$ cat src/rtl/mp_ooo_sram_pkg.sv
// mp_ooo_sram_pkg: shared state encoding and parameter checks for the mp_ooo SRAM model
package mp_ooo_sram_pkg;
  typedef enum logic {SRAM_CLEAR, SRAM_IDLE} sram_state_e;
  function automatic bit rl_legal(input int rl);
    return rl == 1 || rl == 2;
  endfunction
endpackage

$ cat src/rtl/mp_ooo_sram_rd_pipe.sv
// mp_ooo_sram_rd_pipe: one valid/data register stage of the read-response pipeline
module mp_ooo_sram_rd_pipe #(
  parameter int W = 256
) (
  input  logic         clk0,
  input  logic         rst_n,
  input  logic         v_i,
  input  logic [W-1:0] d_i,
  output logic         v_o,
  output logic [W-1:0] d_o
);
  logic         v_q;
  logic [W-1:0] d_q;
  always_ff @(posedge clk0 or negedge rst_n)
    if (!rst_n) begin
      v_q <= 1'b0;
      d_q <= '0;
    end else begin
      v_q <= v_i;
      if (v_i) d_q <= d_i;
    end
  assign v_o = v_q;
  assign d_o = d_q;
endmodule

$ cat src/rtl/mp_ooo_sram_array.sv
// mp_ooo_sram_array: masked single-port SRAM model with 1/2-cycle reads and a zeroing clear engine
module mp_ooo_sram_array
  import mp_ooo_sram_pkg::*;
#(
  parameter  int DATA_WIDTH     = 256,
  parameter  int ADDR_WIDTH     = 4,
  parameter  int WMASK_GRAN     = 8,
  parameter  int READ_LATENCY   = 1,
  parameter  int CLEAR_ON_RESET = 1,
  localparam int RAM_DEPTH      = 1 << ADDR_WIDTH,
  localparam int NUM_WMASKS     = DATA_WIDTH / WMASK_GRAN
) (
  input  logic                  clk0,
  input  logic                  rst_n,
  input  logic                  csb0,
  input  logic                  web0,
  input  logic [NUM_WMASKS-1:0] wmask0,
  input  logic [ADDR_WIDTH-1:0] addr0,
  input  logic [DATA_WIDTH-1:0] din0,
  input  logic                  clr0,
  output logic                  ready0,
  output logic                  rvalid0,
  output logic [DATA_WIDTH-1:0] dout0
);
  localparam logic [ADDR_WIDTH:0] LAST = (ADDR_WIDTH + 1)'(RAM_DEPTH - 1);

  if (!rl_legal(READ_LATENCY)) begin : g_bad_rl
    $error("mp_ooo_sram_array: READ_LATENCY must be 1 or 2");
  end
  if (DATA_WIDTH % WMASK_GRAN != 0) begin : g_bad_gran
    $error("mp_ooo_sram_array: DATA_WIDTH must be a multiple of WMASK_GRAN");
  end

  sram_state_e                     state_q, state_d;
  logic [ADDR_WIDTH:0]             cnt_q, cnt_d;
  logic                            ready_q, ready_d;
  logic                            accept, rd_acc, we;
  logic [ADDR_WIDTH-1:0]           waddr;
  logic [DATA_WIDTH-1:0]           wdata;
  logic [NUM_WMASKS-1:0]           wmask;
  logic [DATA_WIDTH-1:0]           mem_q [RAM_DEPTH];
  logic                            v0_q;
  logic [DATA_WIDTH-1:0]           d0_q;
  logic [READ_LATENCY-1:0]         v_s;
  logic [READ_LATENCY*DATA_WIDTH-1:0] d_s;

  always_comb begin
    accept  = ready_q && !csb0 && !clr0;
    rd_acc  = accept && web0;
    state_d = state_q;
    cnt_d   = cnt_q;
    if (state_q == SRAM_CLEAR) begin
      cnt_d = cnt_q + 1'b1;
      if (cnt_q == LAST) begin
        state_d = SRAM_IDLE;
        cnt_d   = '0;
      end
    end else if (ready_q && clr0) begin
      state_d = SRAM_CLEAR;
    end
    ready_d = state_d == SRAM_IDLE;
    // the clear engine owns the single write port whenever it is running
    we      = state_q == SRAM_CLEAR ? rst_n : accept && !web0;
    waddr   = state_q == SRAM_CLEAR ? cnt_q[ADDR_WIDTH-1:0] : addr0;
    wdata   = state_q == SRAM_CLEAR ? '0 : din0;
    wmask   = state_q == SRAM_CLEAR ? '1 : wmask0;
  end

  always_ff @(posedge clk0 or negedge rst_n)
    if (!rst_n) begin
      state_q <= (CLEAR_ON_RESET != 0) ? SRAM_CLEAR : SRAM_IDLE;
      cnt_q   <= '0;
      ready_q <= 1'b0;
      v0_q    <= 1'b0;
      d0_q    <= '0;
    end else begin
      state_q <= state_d;
      cnt_q   <= cnt_d;
      ready_q <= ready_d;
      v0_q    <= rd_acc;
      if (rd_acc) d0_q <= mem_q[addr0];
    end

  always_ff @(posedge clk0)
    for (int i = 0; i < NUM_WMASKS; i++)
      if (we && wmask[i]) mem_q[waddr][i*WMASK_GRAN +: WMASK_GRAN] <= wdata[i*WMASK_GRAN +: WMASK_GRAN];

  assign v_s[0]              = v0_q;
  assign d_s[DATA_WIDTH-1:0] = d0_q;
  for (genvar k = 1; k < READ_LATENCY; k++) begin : g_pipe
    mp_ooo_sram_rd_pipe #(.W(DATA_WIDTH)) u_pipe (
      .clk0 (clk0),
      .rst_n(rst_n),
      .v_i  (v_s[k-1]),
      .d_i  (d_s[(k-1)*DATA_WIDTH +: DATA_WIDTH]),
      .v_o  (v_s[k]),
      .d_o  (d_s[k*DATA_WIDTH +: DATA_WIDTH])
    );
  end

  assign ready0  = ready_q;
  assign rvalid0 = v_s[READ_LATENCY-1];
  assign dout0   = d_s[(READ_LATENCY-1)*DATA_WIDTH +: DATA_WIDTH];
endmodule

$ cat config.mk
export PLATFORM = sky130hd
export DESIGN_NAME = mp_ooo_sram_array
export DESIGN_NICKNAME = d
export VERILOG_FILES = /design/src/rtl/mp_ooo_sram_pkg.sv /design/src/rtl/mp_ooo_sram_rd_pipe.sv /design/src/rtl/mp_ooo_sram_array.sv
export SDC_FILE = /design/constraint.sdc
export NUM_CORES = 2
export LEC_CHECK = 0
export BUFFER_PORTS_ARGS = -buffer_cell sky130_fd_sc_hd__buf_2
export CORE_MARGIN = 2
export CORE_UTILIZATION = 66
export CTS_BUF_LIST = sky130_fd_sc_hd__clkbuf_8 sky130_fd_sc_hd__clkbuf_16
export DETAILED_ROUTE_END_ITERATION = 8
export PLACE_DENSITY_LB_ADDON = 0.15
export SETUP_SLACK_MARGIN = 0.4
export SLEW_MARGIN = 20
export SYNTH_ARGS = -nofsm -noshare
export SYNTH_HDL_FRONTEND = slang
export SYNTH_SLANG_ARGS = --single-unit
$ cat constraint.sdc
create_clock -name clk0 -period 4.2 [get_ports clk0]
set_clock_uncertainty 0.1 [all_clocks]
set_input_delay 0.63 -clock clk0 [delete_from_list [all_inputs] [get_ports clk0]]
set_output_delay 0.63 -clock clk0 [all_outputs]
set_load 0.005 [all_outputs]
-- Yosys cells after proc, flatten, opt, wreduce, memory -nomap -nowiden
Memory sizes are Yosys's and may differ from the RTL's. A register that Yosys moved wholly into a read port is not among the register bits.
Cells that the tools add are included.
- register bits after elaboration: 7
- memory bits (writable): 4096
- memories: 1
- bits in read-only memories: 0
- bits in latches: 0
- logic and storage cells: 119
- bits of input ports: 297
- output and inout port bits: 258
- $add $sub $neg: 1
- muxes and demuxes: 72
- order comparisons: 0
- bitwise operators: 0
- reduce and logical (&&, ||, !) cells: 41
- divide/modulo/power cells: 0
- shifts and indexed selects: 0
- equal/unequal tests: 1
- multipliers: 0
- memory list (name ; depth ; bits a word ; rd ports ; clocked after Yosys merged registers in ; write ports ; RTL line ; text):
    mem_q ; 16 ; 256 ; 1 ; 1 ; 1 ; mp_ooo_sram_array.sv:41 ; logic [DATA_WIDTH-1:0] mem_q [RAM_DEPTH];
- operators with widths (cell ; count):
    $mux W256 ; 1
    $mux W1 ; 68
    $logic_and A1 B1 Y1 ; 37
    $mux W32 ; 1
    $add A5 B1 Y5 const B ; 1
    $eq A5 B4 Y1 const B ; 1
    $mux W5 ; 1
    $logic_not A1 Y1 ; 4
    $mux W4 ; 1

-- Longest topological paths before layout
- depth after elaboration: 8
- gate-level depth with buffers: 9
- gate-level depth less buffers: 5

-- Worst setup path before layout
No wires, ideal clock.
- path kind: input-to-reg
- start point: in addr0[2]
- end point: mem mem_q[2][160], enable pin
- path slack: 1436 ps
- buffers on the path: 5
- data arrival time: 2294 ps
- cell stages on the path: 8
- data required time: 3730 ps
- setup time: 370 ps
- cells stage by stage: clkbuf_1 buf_4 buf_2 buf_2 o31ai_2 nand2_1 buf_2 nor2_1
- longest elaborated chain between the ends: 1
- RTL lines (item ; RTL line ; text):
    from (decl) ; mp_ooo_sram_array.sv:18 ; input logic [ADDR_WIDTH-1:0] addr0,
    $mux W4 ; mp_ooo_sram_array.sv:64 ; waddr = state_q == SRAM_CLEAR ? cnt_q[ADDR_WIDTH-1:0] : addr0;
    to (decl) ; mp_ooo_sram_array.sv:41 ;
Every way passes these cells.

-- Worst setup path after layout
- start point: reg ready_q, in the netlist ready0
- end point: mem mem_q[10][197], enable pin
- longest elaborated chain between the ends: 7
- elaborated cells on any way between the ends: 9
- classes of those cells: mux (5); reduce/logical (4)
- RTL lines (item ; RTL line ; text):
    from (decl) ; mp_ooo_sram_array.sv:36 ; logic ready_q, ready_d;
    from (signal assigned) ; mp_ooo_sram_array.sv:79 ; ready_q <= ready_d;
    $logic_and A1 B1 Y1 (2 in a row) ; mp_ooo_sram_array.sv:48 ; accept = ready_q && !csb0 && !clr0;
    $logic_and A1 B1 Y1 ; mp_ooo_sram_array.sv:63 ; we = state_q == SRAM_CLEAR ? rst_n : accept && !web0;
    $mux W1 ; mp_ooo_sram_array.sv:63 ;
    $logic_and A1 B1 Y1 ; mp_ooo_sram_array.sv:86 ; if (we && wmask[i]) mem_q[waddr][i*WMASK_GRAN +: WMASK_GRAN] <= wdata[i*WMASK_GRAN +: WMASK_GRAN];
    $mux W1 ; mp_ooo_sram_array.sv:86 ;
    $mux W1 (not written as such) ; mp_ooo_sram_array.sv:86 ;
Several ways; a longest one is shown, not always the timed one.

==> metrics.md <==
| Metric | Value |
|---|---|
| Clock sink count | `4359` |
| Die area | `0.256 mm^2` |
| Pint | `80700 uW` |
| Ys flop type | `edfxtp_1` |
| WL/cell | `32.5 um` |
| Cell area after synthesis | `0.167 mm^2` |
| Worst Setup Start Kind | `flop` |
| Leakage Power | `0.0645 uW` |
| Layout cell share with drive strength beyond 1 | `23.2%` |
| Synthesized area per cell | `20.0 um^2` |
| Register share of total power | `52.0%` |
| Total congestion overflow | `0` |
| TNS Setup | `0 ns` |
| WP buf/inv | `2` |
| Vias | `85100` |
| Ys async rst share | `6.03%` |
| Wl on met1 | `152000 um` |
| Max incr delay on CP | `0.98 ns` |
| # nets final | `9187` |
| Syn-to-layout area delta | `12.2%` |
| CP Class | `reg2reg` |
| Critical Path Sink Type | `flop` |
| Crit-path cells | `inv_4, o41ai_4, buf_12, o21ai_2, nor2_1` |
| CTS Buf Count | `426` |
| Worst path required time | `4.69 ns` |
| PwrDens | `586 mW/mm^2` |
| Die W | `506 um` |
| Post-synthesis sequential area ratio | `77.8%` |
| Synth top area cells | `edfxtp_1 (74%), mux4_2 (10%), dfrtp_1 (4.0%)` |
| Netlist cell types | `41` |
| Mapped Cells | `8322` |
| Fin crit share | `81.5%` |
| PnR worst setup slack | `0.777 ns` |
| Crit Path Max Fanout | `32` |
| Finish-stage setup viols | `0` |
| Post-synth EDFFs | `4096` |
| Top layer in use | `met5` |
| First-pass DRT Iterations | `6` |
| Antenna violations before repair | `56` |
| Unrepaired setup endpoints after global routing | `false` |
| F_max | `0.292 GHz` |
| Comb pwr share | `13.4%` |
| Vias per cell | `6.75` |
| DR WL met3 | `43900 um` |
| Number of global-route vias before repair | `86200` |
| First-pass GRT wire length | `595000 um` |
| Commonest cells post-synth | `edfxtp_1 (4096), mux4_2 (770), nor2_1 (516)` |
| CTS tree | `built` |
| Initial Util | `66.3%` |
| Post-Route WL | `410000 um` |
| Pre-CTS WS | `0.704 ns` |
| Sw frac | `26.3%` |
| Met2 WL | `197000 um` |
| Clock Tree Buf Depth | `4` |
| Core area | `0.251 mm^2` |
| Iter 0 DRT Violations | `11600` |
| Tmin final | `3.42 ns` |
| Max-slew violations | `0` |
| Port-buffer cells | `554` |
| Total I/O pin count | `555` |
| Peak VDD IR | `0.638 mV` |
| Row count | `184` |
| Worst hold path class | `in2reg` |
| DIE HEIGHT | `506 um` |
| H-tree levels | `5` |
| Dpl hpwl | `248000 um` |
| Most frequent cell after synthesis | `edfxtp_1` |
| Clock transition at the registers of the reported paths | `0.06 ns` |
| Post-synthesis net count | `8620` |
| Synthesized flop and latch total | `4359` |
| Clk pwr share | `34.6%` |
| Global placement routability congestion | `0.847` |
| GR Util All Layers | `32.2%` |
| # DRC | `0` |
| Clock latency at the later pin of the worst-skew pair | `0.98 ns` |
| Antenna viol nets, final | `0` |
| Post-CTS Setup Inserts | `0` |
| Crit path DAT | `3.92 ns` |
| Yosys warnings | `0` |
| Largest net degree at the start of global routing | `176` |
| CTS root buffer | `clkbuf_16` |
| Hold Fails Final Rpt | `0` |
| Yosys top cell area share | `73.8%` |
| Switch Pwr | `28700 uW` |
| Status | `finished clean` |
| Worst Tran Pin Value | `1.16 ns` |
| CP max stage cell | `nor2_1` |
| Critical path's top delay family | `simple AND/OR/NAND/NOR gates` |
| Slew headroom | `22.5%` |
| Maxcap violations | `0` |
| Yosys top cell by area | `edfxtp_1` |
layer usage:
metal | up-vias | GRT usage (%)
li1 | 35100 | -
met1 | 44200 | 45.4
met2 | 5023 | 49.9
met3 | 797 | 7.52
met4 | 40 | 12.4
met5 | - | 0
repair_timing:
action | CTS | global route
endpoints found under the hold margin | 117 | 0
hold buffers | 2 | 0
gates resized for setup | 0 | 0
power by group through the flow:
| stage | clock [uW] | combinational [uW] | sequential, uW |
|---|---|---|---|
| after floorplan | 0 | 7560 | 56800 |
| after global placement | 0 | 14100 | 57400 |
| after detailed placement | 0 | 14600 | 57700 |
| after CTS | 38100 | 14700 | 56900 |
| after global routing | 39800 | 15600 | 57200 |
| final | 37900 | 14700 | 56900 |
path summary, 6_finish.rpt:
kind / start / end / slack (ns) / cells past startpoint
worst min-delay path: addr0[0] / dout0[248] / 0.13 / 4
worst max register to register: ready0 / mem_q[10][197] / 0.78 / 5
worst max-delay path: ready0 / mem_q[10][197] / 0.78 / 5
max in group asynchronous: rst_n / dout0[18] / 2.15 / 4
min in group asynchronous: rst_n / dout0[221] / 0.18 / 3
worst min register to register: dout0[156] / dout0[156] / 0.37 / 2
cell families after synthesis:
| group | after synthesis | synth area share [%] |
|---|---|---|
| AO/OA/AOI/OAI | 810 | 3.69 |
| XOR/XNOR | 1 | 0.00526 |
| adder cells (fa/ha/maj) | 1 | 0.00751 |
| buffers and inverters | 549 | 1.44 |
| flip-flops | 4359 | 77.8 |
| multiplexers | 1281 | 13.5 |
| AND/OR/NAND/NOR | 1321 | 3.58 |
tightest hold or removal path, stage by stage:
cell and delay (ns):
buf_2 0.17, nand2_1 0.08, a31oi_1 0.07, a22o_1 0.19
final cells by class:
cell class | count | area, um^2
clock inverter | 329 | 2880
sequential | 4359 | 130000
antenna | 24 | 60.1
timing repair buffer | 683 | 4330
tap | 3348 | 4190
multi-input combinational | 3414 | 34800
inverter | 5 | 21.3
clock buffer | 450 | 11000
fill | 13900 | 64300
layout by cell type, fill, tap and decap left out, drive strengths merged, types with 3 or more instances in the layout:
cell and instances:
a22oi 508, and2 257, buf 681, bufinv 48, clkbuf 450, clkinv 152
clkinvlp 26, dfrtp 263, diode 24, edfxtp 4096, inv 108, mux2i 509
mux4 770, nand2 280, nand2b 4, nand3 255, nor2 516, nor3 3
o211ai 254, o21ai 34
through the flow:
step	utilization (%)	power (uW)	hold slack (ns)	std cells	instance area (um^2)
4_1_cts	74.4	110000	0.0569	12600	187000
6_report	74.4	109000	0.126	12600	187000
5_1_grt	74.4	113000	0.105	12600	187000
3_5_place_dp	68.8	72300	0.365	11800	173000
2_1_floorplan	-	64300	0.234	8322	167000
3_3_place_gp	68.8	71500	0.355	11800	173000
registers in the layout, summed over array words and instances (netlist names):
register  cells
cnt_q         5
ready0        1
mem_q      4096
rvalid0       1
dout0       256
No activity file was read; power rests on OpenSTA's default activity.
